### src/rtl/issue_scheduler_if.sv
// Dispatch, wakeup and issue bundle for issue_scheduler.
// Master drives requests; the scheduler is the slave.
interface issue_scheduler_if #(
    parameter int INST_WIDTH     = 32,
    parameter int ADDR_WIDTH     = 4,
    parameter int REG_ADDR_WIDTH = 7
);
    logic                           disp_valid;
    logic                           disp_ready;
    logic [INST_WIDTH-1:0]          disp_inst;
    logic [REG_ADDR_WIDTH-1:0]      disp_dst;
    logic [1:0][REG_ADDR_WIDTH-1:0] disp_src;
    logic [1:0]                     disp_src_ready;
    logic                           wb_valid;
    logic [REG_ADDR_WIDTH-1:0]      wb_tag;
    logic                           issue_valid;
    logic                           issue_ready;
    logic [INST_WIDTH-1:0]          issue_inst;
    logic [REG_ADDR_WIDTH-1:0]      issue_dst;
    logic [ADDR_WIDTH-1:0]          issue_slot;
    logic [ADDR_WIDTH:0]            occupancy;

    modport master (
        output disp_valid, disp_inst, disp_dst,
        output disp_src, disp_src_ready,
        output wb_valid, wb_tag, issue_ready,
        input  disp_ready, issue_valid, issue_inst,
        input  issue_dst, issue_slot, occupancy
    );

    modport slave (
        input  disp_valid, disp_inst, disp_dst,
        input  disp_src, disp_src_ready,
        input  wb_valid, wb_tag, issue_ready,
        output disp_ready, issue_valid, issue_inst,
        output issue_dst, issue_slot, occupancy
    );
endinterface

### src/rtl/issue_scheduler.sv
// Wakeup/select scheduler feeding one functional-unit issue port.
// Round-robin select among entries whose two sources are ready.
module issue_scheduler #(
    parameter int INST_WIDTH     = 32,
    parameter int ENTRIES        = 16,
    parameter int ADDR_WIDTH     = $clog2(ENTRIES),
    parameter int PHYS_REG_COUNT = 128,
    parameter int REG_ADDR_WIDTH = $clog2(PHYS_REG_COUNT)
) (
    input logic              clk,
    input logic              sync_rst,
    input logic              clk_en,
    input logic              flush,
    issue_scheduler_if.slave bus
);
    localparam logic [ADDR_WIDTH:0] FULL = (ADDR_WIDTH+1)'(ENTRIES);

    logic [ENTRIES-1:0]             r_valid;
    logic [INST_WIDTH-1:0]          r_inst [ENTRIES];
    logic [REG_ADDR_WIDTH-1:0]      r_dst  [ENTRIES];
    logic [1:0][REG_ADDR_WIDTH-1:0] r_src  [ENTRIES];
    logic [1:0]                     r_rdy  [ENTRIES];
    logic [ADDR_WIDTH-1:0]          r_rr_ptr;
    logic [ADDR_WIDTH:0]            r_occ;

    logic [ENTRIES-1:0]    w_elig;
    logic [ADDR_WIDTH-1:0] w_free_idx;
    logic [ADDR_WIDTH-1:0] w_win;
    logic                  w_any;
    logic                  w_disp_fire;
    logic                  w_iss_fire;
    logic                  w_wake;
    logic [1:0]            w_byp;

    // Lowest-index free slot from registered state.
    always_comb begin
        w_free_idx = '0;
        for (int i = ENTRIES - 1; i >= 0; i--) begin
            if (!r_valid[i]) begin
                w_free_idx = ADDR_WIDTH'(i);
            end
        end
    end

    // Per-slot eligibility: valid with both sources ready.
    always_comb begin
        w_elig = '0;
        for (int i = 0; i < ENTRIES; i++) begin
            w_elig[i] = r_valid[i] & r_rdy[i][0] & r_rdy[i][1];
        end
    end

    // Rotating search from rr_ptr; the nearest eligible slot wins.
    always_comb begin
        logic [ADDR_WIDTH-1:0] v_idx;
        v_idx = '0;
        w_any = 1'b0;
        w_win = '0;
        for (int k = ENTRIES - 1; k >= 0; k--) begin
            v_idx = r_rr_ptr + ADDR_WIDTH'(k);
            if (w_elig[v_idx]) begin
                w_any = 1'b1;
                w_win = v_idx;
            end
        end
    end

    // Source readiness at dispatch, including same-cycle writeback.
    always_comb begin
        w_byp = bus.disp_src_ready;
        for (int j = 0; j < 2; j++) begin
            if (bus.wb_valid && bus.wb_tag == bus.disp_src[j]) begin
                w_byp[j] = 1'b1;
            end
        end
    end

    assign bus.disp_ready  = (r_occ != FULL) & clk_en;
    assign bus.issue_valid = w_any & clk_en;
    assign bus.issue_slot  = w_win;
    assign bus.issue_inst  = w_any ? r_inst[w_win] : '0;
    assign bus.issue_dst   = w_any ? r_dst[w_win] : '0;
    assign bus.occupancy   = r_occ;

    assign w_disp_fire = bus.disp_valid & bus.disp_ready & ~flush;
    assign w_iss_fire  = bus.issue_valid & bus.issue_ready;
    assign w_wake      = bus.wb_valid & clk_en;

    // Slot array: wakeup, issue release, dispatch write, flush.
    always_ff @(posedge clk) begin
        if (sync_rst) begin
            r_valid <= '0;
            for (int i = 0; i < ENTRIES; i++) begin
                r_inst[i] <= '0;
                r_dst[i]  <= '0;
                r_src[i]  <= '0;
                r_rdy[i]  <= '0;
            end
        end else if (clk_en) begin
            for (int i = 0; i < ENTRIES; i++) begin
                for (int j = 0; j < 2; j++) begin
                    if (w_wake && r_valid[i] &&
                        r_src[i][j] == bus.wb_tag) begin
                        r_rdy[i][j] <= 1'b1;
                    end
                end
            end
            if (w_iss_fire) begin
                r_valid[w_win] <= 1'b0;
            end
            if (w_disp_fire) begin
                r_valid[w_free_idx] <= 1'b1;
                r_inst[w_free_idx]  <= bus.disp_inst;
                r_dst[w_free_idx]   <= bus.disp_dst;
                r_src[w_free_idx]   <= bus.disp_src;
                r_rdy[w_free_idx]   <= w_byp;
            end
            if (flush) begin
                r_valid <= '0;
            end
        end
    end

    // Round-robin pointer moves past the slot just issued.
    always_ff @(posedge clk) begin
        if (sync_rst) begin
            r_rr_ptr <= '0;
        end else if (clk_en) begin
            if (flush) begin
                r_rr_ptr <= '0;
            end else if (w_iss_fire) begin
                r_rr_ptr <= w_win + 1'b1;
            end
        end
    end

    // Occupancy tracks accepted dispatches minus issues.
    always_ff @(posedge clk) begin
        if (sync_rst) begin
            r_occ <= '0;
        end else if (clk_en) begin
            if (flush) begin
                r_occ <= '0;
            end else begin
                r_occ <= r_occ + (ADDR_WIDTH+1)'(w_disp_fire)
                               - (ADDR_WIDTH+1)'(w_iss_fire);
            end
        end
    end
endmodule

### src/flat_wrapper.sv
// flat-port wrapper written by rule: the top's interface ports become plain ports
module issue_scheduler_flat 
#(
    parameter int INST_WIDTH     = 32,
    parameter int ENTRIES        = 16,
    parameter int ADDR_WIDTH     = $clog2(ENTRIES),
    parameter int PHYS_REG_COUNT = 128,
    parameter int REG_ADDR_WIDTH = $clog2(PHYS_REG_COUNT)
)
  (clk, sync_rst, clk_en, flush, bus_disp_valid, bus_disp_inst, bus_disp_dst, bus_disp_src, bus_disp_src_ready, bus_wb_valid, bus_wb_tag, bus_issue_ready, bus_disp_ready, bus_issue_valid, bus_issue_inst, bus_issue_dst, bus_issue_slot, bus_occupancy);
  issue_scheduler_if #(.INST_WIDTH(INST_WIDTH), .ADDR_WIDTH(ADDR_WIDTH), .REG_ADDR_WIDTH(REG_ADDR_WIDTH)) bus_i ();
  input logic clk;
  input logic sync_rst;
  input logic clk_en;
  input logic flush;
  input wire logic [$bits(bus_i.disp_valid)-1:0] bus_disp_valid;
  input wire logic [$bits(bus_i.disp_inst)-1:0] bus_disp_inst;
  input wire logic [$bits(bus_i.disp_dst)-1:0] bus_disp_dst;
  input wire logic [$bits(bus_i.disp_src)-1:0] bus_disp_src;
  input wire logic [$bits(bus_i.disp_src_ready)-1:0] bus_disp_src_ready;
  input wire logic [$bits(bus_i.wb_valid)-1:0] bus_wb_valid;
  input wire logic [$bits(bus_i.wb_tag)-1:0] bus_wb_tag;
  input wire logic [$bits(bus_i.issue_ready)-1:0] bus_issue_ready;
  output wire logic [$bits(bus_i.disp_ready)-1:0] bus_disp_ready;
  output wire logic [$bits(bus_i.issue_valid)-1:0] bus_issue_valid;
  output wire logic [$bits(bus_i.issue_inst)-1:0] bus_issue_inst;
  output wire logic [$bits(bus_i.issue_dst)-1:0] bus_issue_dst;
  output wire logic [$bits(bus_i.issue_slot)-1:0] bus_issue_slot;
  output wire logic [$bits(bus_i.occupancy)-1:0] bus_occupancy;
  assign bus_i.disp_valid = bus_disp_valid;
  assign bus_i.disp_inst = bus_disp_inst;
  assign bus_i.disp_dst = bus_disp_dst;
  assign bus_i.disp_src = bus_disp_src;
  assign bus_i.disp_src_ready = bus_disp_src_ready;
  assign bus_i.wb_valid = bus_wb_valid;
  assign bus_i.wb_tag = bus_wb_tag;
  assign bus_i.issue_ready = bus_issue_ready;
  assign bus_disp_ready = bus_i.disp_ready;
  assign bus_issue_valid = bus_i.issue_valid;
  assign bus_issue_inst = bus_i.issue_inst;
  assign bus_issue_dst = bus_i.issue_dst;
  assign bus_issue_slot = bus_i.issue_slot;
  assign bus_occupancy = bus_i.occupancy;
  issue_scheduler #(.INST_WIDTH(INST_WIDTH), .ENTRIES(ENTRIES), .ADDR_WIDTH(ADDR_WIDTH), .PHYS_REG_COUNT(PHYS_REG_COUNT), .REG_ADDR_WIDTH(REG_ADDR_WIDTH)) u_core (.clk(clk), .sync_rst(sync_rst), .clk_en(clk_en), .flush(flush), .bus(bus_i));
endmodule
### config.mk
export PLATFORM = sky130hd
export DESIGN_NAME = issue_scheduler_flat
export DESIGN_NICKNAME = d
export VERILOG_FILES = /design/src/rtl/issue_scheduler_if.sv /design/src/rtl/issue_scheduler.sv /design/src/flat_wrapper.sv
export SDC_FILE = /design/constraint.sdc
export NUM_CORES = 2
export LEC_CHECK = 0
export CAP_MARGIN = 30
export CORE_MARGIN = 1
export CORE_UTILIZATION = 60
export DETAILED_ROUTE_END_ITERATION = 7
export DONT_BUFFER_PORTS = 1
export PLACE_DENSITY = 0.85
export SYNTH_ARGS = -nofsm -noshare
export SYNTH_HDL_FRONTEND = slang
export SYNTH_SLANG_ARGS = --single-unit
### constraint.sdc
create_clock -name clk -period 6.54 [get_ports clk]
set_input_delay 1.308 -clock clk [delete_from_list [all_inputs] [get_ports clk]]
set_output_delay 1.308 -clock clk [all_outputs]
set_load 0.02 [all_outputs]
==> summary.md <==
| Metric | Value |
|---|---|
| Endpoint class of the critical path | output pin |
| Final Cycle Share | 99.3% |
| Layout Skew | 0.0458 ns |
| Die ar. | 0.0770 mm2 |
| Synth cell types | 91 |
| Final Setup Violations | 0 |
| GRT Overall Usage | 33.4% |
| Clk_lat worst skew | 0.68 ns |
| Mapped Nets | 4,087 |
| Hold Path Class | flip-flop to flip-flop |
| Via Count | 32,900 |
| Post-Syn Area | around 0.046 mm2 |
| Worst-Margin Slew | around 1.0 ns |
| Largest area contributor in the netlist | edfxtp_1 |
| Critical path class | flip-flop to output pin |
| Worst Path Arrival | 5.19 ns |
| TritonCTS buffer count | 91 |
| CTS clk-pin slew, worst paths | about 0.06 ns |
| Met1 Usage GRT | around 44% |
| Die X | 277 um |
| Std-Cell Rows | 100 |
| Worst path max stage delay | 0.56 ns |
| FMAX | 154 MHz |
| Post-DR vias/cell | around 6.6 |
| Max Root-Sink Buffers | 3 |
| Minimum clock period | 6.50 ns |
| Area share of the largest cell type after synthesis | 56.9% |
| Synthesized flop and latch total | between 900 and 1,000 |
| DR iter-0 viols | 4,754 |
| Post-detail-place hpwl | between 70 and 80 mm |
| Clk sinks | 905 |
| Ports | ~120 |
| Crit-path cells | inv_2 -> ha_4 -> buf_12 -> nand4_1 -> a21boi_1 -> mux4_2 -> mux2i_4 -> nor2_1 -> a211o_1 -> a211oi_4 -> o21a_4 -> buf_16 -> buf_16 -> mux2i_1 -> a22oi_1 -> nand4_1 -> nor2_1 -> buf_4 |
| Fin. Hold Viols | 0 |
| CP max FO | 50 |
| Ys async rst share | 0% |
| Post-synth EDFFs | 862 |
| Largest net degree at the start of global routing | 80 |
| IO Port Bufs | 0 |
| First-pass GRT wire length | 194 mm |
| Slew Limit Fails | 0 |
| Ranking of synthesized cells by area | edfxtp_1 (57%), and2_1 (12%), nand2_1 (4.4%), xor2_1 (3.0%), nand3_1 (2.7%) |
| Status | finished, final reports clean |
| CTS tree | built |
| First-pass detailed-route iteration total | 8 |
| Reg2reg setup slack | 1.26 ns |
| CP Launch Type | flip-flop |
| Vias in the first global route | approximately 32,000 |
| Register area share after synthesis | 58.8% |
| Met2 usage | between 50% and 60% |
| Core ar. | 0.0747 mm2 |
| GR Util met3 | 7.13% |
| Hold buffer count at CTS | 0 |
| Root Buffer Master | clkbuf_16 |
| Gr busiest metal | met2 |
| Initial antenna violation count | 0 |
| Diode count | 0 |
| DRC | 0 |
| H-tree depth | 3 |
| GP Congestion | 0.979 |
| Worst endpoint required time | between 5 and 6 ns |
| Layout cells sized above 1 | 11.3% |
| Post-route ant nets | 0 |
| Layout area overhead | 12.0% |
| Synth Instances | approximately 4,000 |
| Slowest-stage cell, CP | mux4_2 |
| Prevailing post-synth register cell | edfxtp_1 |
| Final nets | 4,048 |
| Die H | 277 um |
| Worst slew margin | 30.3% |
| Mapped Avg Cell Area | between 10 and 15 um2 |
| Synthesis warning total | 0 |
| Total grt overflow | 0 |
| WL/cell | between 20 and 30 um |
| Drt total wl | 133 mm |
| MaxCap Viol Count | 0 |
| Hold slack | 0.584 ns |
| Initial Util | 60.9% |
==> cell type report <==
type                    count  area [um2]
clock buffers             101        2340
fillers                  4774       23700
repair buffers            177        2100
multi-input cells        2756       17800
inverters                  30         173
well taps                 969        1210
clock inverters            65         618
flip-flops and latches    905       26700
==> path summary, 6_finish.rpt <==
path | from | end | cells past startpoint
max | u_core.r_rr_ptr[0] | bus_issue_inst[8] | 18
min | u_core.bus.occupancy[4] | u_core.bus.occupancy[4] | 2
max reg2reg | u_core.r_rr_ptr[0] | u_core.bus.occupancy[4] | 25
min reg2reg | u_core.bus.occupancy[4] | u_core.bus.occupancy[4] | 2
==> synthesized netlist by cell type, drive strengths merged (55+ instances only) <==
cell type	number
xor2	158
nand4	85
edfxtp	862
buf	119
xnor2	98
nand2	535
mux2i	107
and2	863
a21oi	55
nor2	123
clkbuf	191
nand3	248
==> worst max-delay path, delay by kind of cell, from the launching register on <==
family | cells | cell delay, ns
buffers and inverters | 5 | 0.84
multiplexers | 3 | 1.29
AO/OA/AOI/OAI | 5 | 1.23
adder cells (fa/ha/maj) | 1 | 0.33
AND/OR/NAND/NOR | 4 | 0.41
flip-flops | 1 | 0.37
==> registers in the layout (all words and copies together), names as in the netlist <==
signal                count
u_core.r_valid           16
u_core.r_rdy             32
u_core.r_dst            112
u_core.r_inst           512
u_core.r_src            224
u_core.r_rr_ptr           4
u_core.bus.occupancy      5
==> cells by family after synthesis <==
logic type	Yosys count	synth area share (%)
XOR/XNOR	256	4.98
adder cells (fa/ha/maj)	18	0.511
buffers and inverters	340	3.53
AO/OA/AOI/OAI	331	5.11
flip-flops	905	58.8
multiplexers	131	3.44
AND/OR/NAND/NOR	2019	23.7
==> cell usage in the layout, fill, tap and decap left out, drive strengths merged, types with 17 or more instances in the layout <==
master | synthesis | layout
mux4 | 19 | 19
nand3 | 248 | 248
nor2 | 123 | 123
clkbuf | 191 | 111
mux2i | 107 | 107
clkinv | 2 | 54
nand2b | 18 | 18
xnor2 | 98 | 98
ha | 17 | 17
nor4 | 31 | 31
nand4 | 85 | 85
edfxtp | 862 | 862
o21ai | 39 | 39
a21oi | 55 | 55
a31oi | 47 | 47
inv | 28 | 30
buf | 119 | 166
xor2 | 158 | 158
nand2 | 535 | 535
and2 | 863 | 863
nor3 | 51 | 51
a211oi | 24 | 24
dfxtp | 43 | 43
a22oi | 50 | 50
and3 | 34 | 34
==> stage by stage <==
step                      instances  setup TNS (ns)  area (um2)  utilization [%]  setup WS (ns)
final                          5003               0       51000             68.3         0.0449
after global routing           5003          -0.408       51000             68.3        -0.0834
after CTS                      4972               0       50300             67.3        0.00188
after detailed placement       4795               0       46900             62.8         0.0169
after global placement         4783               0       46600             62.4         0.0960
after floorplan                4000               0       45500                -          0.791
==> layer usage <==
metal  wire length [um]  share of wire (%)
met1              46900                 35
met2              62100                 47
met3              16900                 13
met4               6800                5.1
met5                  0                  0
==> what timing repair did <==
item | CTS | global route
resized for setup | 40 | 50
setup endpoints to repair | 39 | 39
pin swaps | 6 | 13
buffers inserted | 9 | 18
gates cloned | 2 | 8
Power is left out: the tool's default activity adds up to more than one toggle a clock period on the data nets, which glitch-free logic cannot reach.
